File: src/rtl/data_lsu.sv
// data_lsu: one-at-a-time LD/ST/SWAP/FADD initiator for the data memory port; LSU_BOUNDS_CHECK_EN adds an upper-address error check.
// Latency: response 2 cycles after accept for LD/ST, 3 for SWAP/FADD; resp_ready low stalls in RESP with memory untouched.
module data_lsu #(
  parameter int ADDR_W = 16,
  parameter int DATA_W = 16,
  parameter int MEM_AW = 8
) (
  input  logic              clk,
  input  logic              rst_n,
  input  logic              req_valid,
  output logic              req_ready,
  input  logic [1:0]        req_op,
  input  logic [ADDR_W-1:0] req_base,
  input  logic [ADDR_W-1:0] req_offset,
  input  logic [DATA_W-1:0] req_wdata,
  output logic              resp_valid,
  input  logic              resp_ready,
  output logic [DATA_W-1:0] resp_data,
  output logic              resp_err,
  output logic [ADDR_W-1:0] mem_access_addr,
  output logic [DATA_W-1:0] mem_writ_data,
  output logic              mem_writ_en,
  input  logic [DATA_W-1:0] mem_rea_data
);

  localparam logic [1:0] OP_LD   = 2'b00;
  localparam logic [1:0] OP_ST   = 2'b01;
  localparam logic [1:0] OP_SWAP = 2'b10;
  localparam logic [1:0] OP_FADD = 2'b11;

  typedef enum logic [1:0] {S_IDLE, S_ACCESS, S_WRITE, S_RESP} state_t;

  typedef struct packed {
    logic [1:0]        op;
    logic [ADDR_W-1:0] addr;
    logic [DATA_W-1:0] wdata;
  } req_t;

  if (MEM_AW > ADDR_W) begin : g_bad_cfg
    $error("data_lsu: MEM_AW must not exceed ADDR_W");
  end

  state_t            state, state_nxt;
  req_t              req_q;
  logic [DATA_W-1:0] rdata_q;
  logic [DATA_W-1:0] wd_hold_q;
  logic [DATA_W-1:0] wr_val;
  logic              accept;
  logic              oob;

  assign accept = req_valid && req_ready;

`ifdef LSU_BOUNDS_CHECK_EN
  logic err_q;

  assign oob = |req_q.addr[ADDR_W-1:MEM_AW];

  always_ff @(posedge clk or negedge rst_n) begin
    if (!rst_n) begin
      err_q <= 1'b0;
    end else if (accept) begin
      err_q <= 1'b0;
    end else if (state == S_ACCESS && oob) begin
      err_q <= 1'b1;
    end
  end

  assign resp_err = err_q;
`else
  // Upper address bits pass through; memory ignores them and aliases.
  assign oob      = 1'b0;
  assign resp_err = 1'b0;
`endif

  // State register
  always_ff @(posedge clk or negedge rst_n) begin
    if (!rst_n) begin
      state <= S_IDLE;
    end else begin
      state <= state_nxt;
    end
  end

  // Next-state logic
  always_comb begin
    state_nxt = state;
    case (state)
      S_IDLE: begin
        if (accept) state_nxt = S_ACCESS;
      end
      S_ACCESS: begin
        if (oob || req_q.op == OP_LD || req_q.op == OP_ST) begin
          state_nxt = S_RESP;
        end else begin
          state_nxt = S_WRITE;
        end
      end
      S_WRITE: state_nxt = S_RESP;
      S_RESP: begin
        if (resp_ready) state_nxt = S_IDLE;
      end
      default: state_nxt = S_IDLE;
    endcase
  end

  // Output decode; req_ready is gated by rst_n so it reads 0 throughout reset
  always_comb begin
    req_ready   = 1'b0;
    resp_valid  = 1'b0;
    mem_writ_en = 1'b0;
    case (state)
      S_IDLE:   req_ready   = rst_n;
      S_ACCESS: mem_writ_en = (req_q.op == OP_ST) && !oob;
      S_WRITE:  mem_writ_en = 1'b1;
      S_RESP:   resp_valid  = 1'b1;
      default:  ;
    endcase
  end

  always_comb begin
    wr_val = req_q.wdata;
    if (state == S_WRITE && req_q.op == OP_FADD) begin
      wr_val = rdata_q + req_q.wdata;
    end
  end

  always_ff @(posedge clk or negedge rst_n) begin
    if (!rst_n) begin
      req_q     <= '0;
      rdata_q   <= '0;
      wd_hold_q <= '0;
    end else begin
      if (accept) begin
        req_q.op    <= req_op;
        req_q.addr  <= req_base + req_offset;
        req_q.wdata <= req_wdata;
      end
      if (state == S_ACCESS) begin
        if (oob || req_q.op == OP_ST) begin
          rdata_q <= '0;
        end else begin
          rdata_q <= mem_rea_data;
        end
      end
      if (mem_writ_en) begin
        wd_hold_q <= wr_val;
      end
    end
  end

  // Address and write data hold their last driven value between operations
  assign mem_access_addr = req_q.addr;
  assign mem_writ_data   = mem_writ_en ? wr_val : wd_hold_q;
  assign resp_data       = rdata_q;

endmodule

File: config.mk
export PLATFORM = sky130hd
export DESIGN_NAME = data_lsu
export DESIGN_NICKNAME = d
export VERILOG_FILES = /design/src/rtl/data_lsu.sv
export SDC_FILE = /design/constraint.sdc
export NUM_CORES = 1
export LEC_CHECK = 0
export ABC_CLOCK_PERIOD_IN_PS = 5540
export CAP_MARGIN = 20
export CORE_ASPECT_RATIO = 1.2
export CORE_MARGIN = 1.5
export CORE_UTILIZATION = 40
export CTS_BUF_LIST = sky130_fd_sc_hd__clkbuf_4 sky130_fd_sc_hd__clkbuf_8
export DETAILED_ROUTE_END_ITERATION = 7
export PLACE_DENSITY = 0.69
export SETUP_SLACK_MARGIN = 0.2
export SLEW_MARGIN = 10
export SYNTH_ARGS = -nofsm -noshare
export SYNTH_HDL_FRONTEND = slang
export SYNTH_SLANG_ARGS = --single-unit
File: constraint.sdc
create_clock -name clk -period 5.54 [get_ports clk]
set_input_delay 0.554 -clock clk [delete_from_list [all_inputs] [get_ports clk]]
set_output_delay 0.554 -clock clk [all_outputs]
set_load 0.01 [all_outputs]
# Yosys cells after proc, flatten, opt, wreduce, memory -nomap -nowiden
# Cells that the tools add are included.
# totals
ff_bits	68
input_bits	70
output_inout_bits	52
# classes
n_addsub	2
n_eq_ne	7
mux	10
reduce_logical	6
# op_table
cell	n
2-to-1 mux 16 bit	3
adder 16 bit	2
one-hot mux 2 bit (4 select lines)	1
== test 2 bit, second input constant	3
== test 2 x 1 -> 1 bit, second input constant	2
zero test 2 bit	2
2-to-1 mux 2 bit	2
inequality test 2 bit, second input constant	2
2-to-1 mux 1 bit	3
logical AND 1 bit	2
one-hot mux 1 bit (2 select lines)	1
AND reduction 2 bit	1
logical OR 1 bit	1

# Longest topological paths before layout
# logic_depth
ltp_word	5
mapped_depth	9

# Worst setup path after synthesis
# No wires, ideal clock.
# synth_timing
path_kind	reg2out
from	reg rdata_q[4], in the netlist resp_data[4]
to	out mem_writ_data[13]
arrival_ps	2278
required_ps	4986
slack_ps	2708
path_stages_with_launch	9
n_path_buf	0
cell_sequence	dfrtp_1 -> ha_1 -> a2111o_1 -> a21oi_2 -> o21ai_0 -> a221oi_1 -> xnor2_1 -> mux2i_1 -> o21ai_0
# synth_via
elab_chain_cells	3
# synth_rtl
item	line_no	source
start: declaration	45	logic [DATA_W-1:0] rdata_q;
start signal: assignment	142	rdata_q <= mem_rea_data;
adder 16 bit	123	wr_val = rdata_q + req_q.wdata;
2-to-1 mux 16 bit	122	if (state == S_WRITE && req_q.op == OP_FADD) begin
2-to-1 mux 16 bit	153	assign mem_writ_data = mem_writ_en ? wr_val : wd_hold_q;
end: declaration	21	output logic [DATA_W-1:0] mem_writ_data,
# No other way between the ends.

# Worst setup path after layout
# layout_timing
from	reg rdata_q[0], in the netlist resp_data[0]
to	out mem_writ_data[14]
# Same word-level chain as after synthesis.

==> results.json <==
{
  "grt_setup_unrepaired": "false",
  "clk_pin_slew_worst_paths_ns": 0.09,
  "syn_inst": 439,
  "vdd_drop_max_uv": 182,
  "core_area_um2": 10100,
  "placement_rows": 40,
  "synth_top_cells_by_area": "sky130_fd_sc_hd__dfrtp_1 41%, sky130_fd_sc_hd__ha_1 10%, sky130_fd_sc_hd__o21ai_0 6.9%, sky130_fd_sc_hd__mux2_2 5.6%, sky130_fd_sc_hd__nand2_1 5.1%",
  "placed_area_um2": 5400,
  "number_of_antenna_diodes": 0,
  "wl_um": 10000,
  "yosys_warnings": 0,
  "grt-ovfl-total": 0,
  "initial_utilization": 0.415,
  "grtUsageTotal": 0.186,
  "max-cap-violations": 0,
  "htreeDepth": 3,
  "crit_path_max_fanout": 4,
  "timing.fmax_ghz": 0.255,
  "count_leader_synth": "sky130_fd_sc_hd__dfrtp_1",
  "max_slew.worst_pin.slew_ns": 0.945,
  "dr.first_iter.drc_count": 132,
  "cts-buffers-inserted": 9,
  "synth_seq_cells": 68,
  "yosys_most_used_dff": "sky130_fd_sc_hd__dfrtp_1",
  "numPortBuffers": 120,
  "clockBufferDepth": 2,
  "layout-area-overhead-vs-synth_pct": 33.6,
  "worst_ep_arrival_time_ns": 3.37,
  "clock_tree_from_tritoncts": "yes",
  "grt_antenna_before_repair": 0,
  "detail-route-antenna-nets": 0,
  "grt_start_max_net_pins": 69,
  "fin_crit_sh": 0.707,
  "via_count_of_the_first_global_routing_pass": 3562,
  "floorplan.die.height_um": 115,
  "routedWlPerCell_um": 14.9,
  "pwr_density_cell_nw_per_um2": 568,
  "hold_viol_final": 0,
  "worstHoldPathType": "in -> async",
  "timing.hold.ws_ns": 0.421,
  "cts_setup_buffers": 0,
  "final_layout_size_suffix_gt1_frac": 0.0878,
  "synth.avg_cell_area_um2": 9.56,
  "vias": 3506,
  "setup_total_negative_slack_ns": 0,
  "timing.critical_path.required_ns": 4.99,
  "worst-setup-path-type": "reg -> out",
  "synth.lib_cells_used.distinct": 50,
  "synthTopCellsByCount": "68 x sky130_fd_sc_hd__dfrtp_1, 58 x sky130_fd_sc_hd__o21ai_0, 57 x sky130_fd_sc_hd__nand2_1",
  "synth_seq_area_share": 0.405,
  "layout.core_utilization": 0.555,
  "cts-hold-fix-buffers": 0,
  "first_pass_grt_wire_length_um": 16000,
  "finish.instance_area_um2": 5610,
  "syn_area_um2": 4200,
  "ios": 122,
  "r2r.worst_path.cells": 8,
  "clkSinkCount": 68,
  "setup_viol": 0,
  "gp_routability_congestion": 0.814,
  "end_kind": "primary output",
  "post_cts_resize_count": 0,
  "power_leakage_uw": 0.00254,
  "synth_largest_type_area_fraction": 0.405,
  "drt-pass1-iter-count": 4,
  "design.die.area_um2": 11100,
  "layout_min_cycle_time_ns": 3.92,
  "via_per_instance_ratio": 5.21,
  "final_max_slew_viol_count": 0,
  "num-nets-final": 649,
  "width_of_the_chip_um": 96.5,
  "count_of_unresolved_drc_violations_after_routing": 0,
  "timing.slew.headroom": 0.368,
  "clk_tree_root_cell": "sky130_fd_sc_hd__clkbuf_8",
  "outcome": "finished clean",
  "synth-edff-count": 0,
  "synth_top_cell_by_area": "sky130_fd_sc_hd__dfrtp_1",
  "startpoint_type": "flop",
  "async_reset_ff_frac": 1.00,
  "dp_hpwl_um": 7540,
  "syn-num-nets": 546,
  "clock-skew-final_ns": 0.0172,
  "clk_latency_ns": 0.35
}
-- cells by family after synthesis --
kind of cell,count (synthesis),share of synthesized area
compound gates,134,0.196
other cells,1,0.000893
fa+ha+maj,37,0.114
flops,68,0.405
xor+xnor,24,0.0501
mux,28,0.0730
buf+inv,54,0.0635
simple gates,93,0.0971
-- layout by cell type (no fill, tap or decap), types with 3 or more instances in the layout --
| cell | count |
|---|---|
| sky130_fd_sc_hd__a21o_1 | 14 |
| sky130_fd_sc_hd__nand3_1 | 6 |
| sky130_fd_sc_hd__dfrtp_1 | 68 |
| sky130_fd_sc_hd__ha_1 | 35 |
| sky130_fd_sc_hd__mux2_2 | 21 |
| sky130_fd_sc_hd__clkinvlp_4 | 4 |
| sky130_fd_sc_hd__a31oi_1 | 4 |
| sky130_fd_sc_hd__o21a_1 | 3 |
| sky130_fd_sc_hd__o21bai_1 | 4 |
| sky130_fd_sc_hd__nor3_1 | 3 |
| sky130_fd_sc_hd__buf_4 | 3 |
| sky130_fd_sc_hd__inv_1 | 22 |
| sky130_fd_sc_hd__clkbuf_8 | 11 |
| sky130_fd_sc_hd__xor2_1 | 10 |
| sky130_fd_sc_hd__nor2_1 | 10 |
| sky130_fd_sc_hd__and3_1 | 6 |
| sky130_fd_sc_hd__xnor2_1 | 14 |
| sky130_fd_sc_hd__nand2_1 | 56 |
| sky130_fd_sc_hd__clkdlybuf4s50_1 | 119 |
| sky130_fd_sc_hd__a211o_1 | 3 |
| sky130_fd_sc_hd__a21oi_1 | 26 |
| sky130_fd_sc_hd__o21ai_0 | 58 |
| sky130_fd_sc_hd__mux2i_1 | 7 |
-- through the flow --
stage                     setup WS, ns  power, µW  cells
after global routing              1.31       3440    673
after floorplan                   2.71       2070    439
after CTS                         1.57       3210    673
final                             1.62       3190    673
after global placement            2.06       2730    657
after detailed placement          1.96       2770    657
-- routing by layer --
| layer | wire, µm | vias to the layer above | GRT usage | share of wire |
|---|---|---|---|---|
| met1 | 4250 | 1652 | 0.215 | 0.42 |
| li1 | - | 1731 | - | - |
| met2 | 4860 | 109 | 0.324 | 0.48 |
| met3 | 774 | 14 | 0.0536 | 0.077 |
| met5 | 0 | - | 0 | 0 |
| met4 | 136 | 0 | 0.0618 | 0.014 |
-- flip-flops by register name, summed over array words and instances, names as in the netlist --
register and flops:
mem_access_addr 16, req_q 18, resp_data 16, state 2, wd_hold_q 16
-- path summary, 6_finish.rpt --
check	to	slack [ns]	start
min in group clk	mem_access_addr[6]	0.48	mem_access_addr[6]
worst min-delay path	req_q[3]	0.42	rst_n
max in group asynchronous	wd_hold_q[0]	4.51	rst_n
worst max register to register	wd_hold_q[14]	2.93	state[1]
worst min register to register	mem_access_addr[6]	0.48	mem_access_addr[6]
worst max-delay path	mem_writ_data[14]	1.62	resp_data[0]
-- where the power goes --
part	internal (µW)	total (µW)	switching, µW
Combinational	924	1850	925
Sequential	737	906	169
Clock	232	431	199
-- final cells by class --
type                            count  area (µm²)
Fill cell                         919        4500
Multi-Input combinational cell    317        2230
Sequential cell                    68        1700
Timing Repair Buffer              123        1220
Tap cell                          126         158
Clock buffer                       11         151
Inverter                           23        86.3
Clock inverter                      5        60.1
-- critical path, stage by stage, from the launching register on --
cell	delay [ns]
sky130_fd_sc_hd__dfrtp_1	0.41
sky130_fd_sc_hd__ha_1	0.25
sky130_fd_sc_hd__fa_1	0.42
sky130_fd_sc_hd__a21oi_1	0.24
sky130_fd_sc_hd__o21ai_0	0.18
sky130_fd_sc_hd__nand2_1	0.12
sky130_fd_sc_hd__o21ai_0	0.20
sky130_fd_sc_hd__a211o_1	0.34
sky130_fd_sc_hd__a31oi_1	0.25
sky130_fd_sc_hd__clkdlybuf4s50_1	0.62
Note: power is estimated with default switching activity, not from simulation.
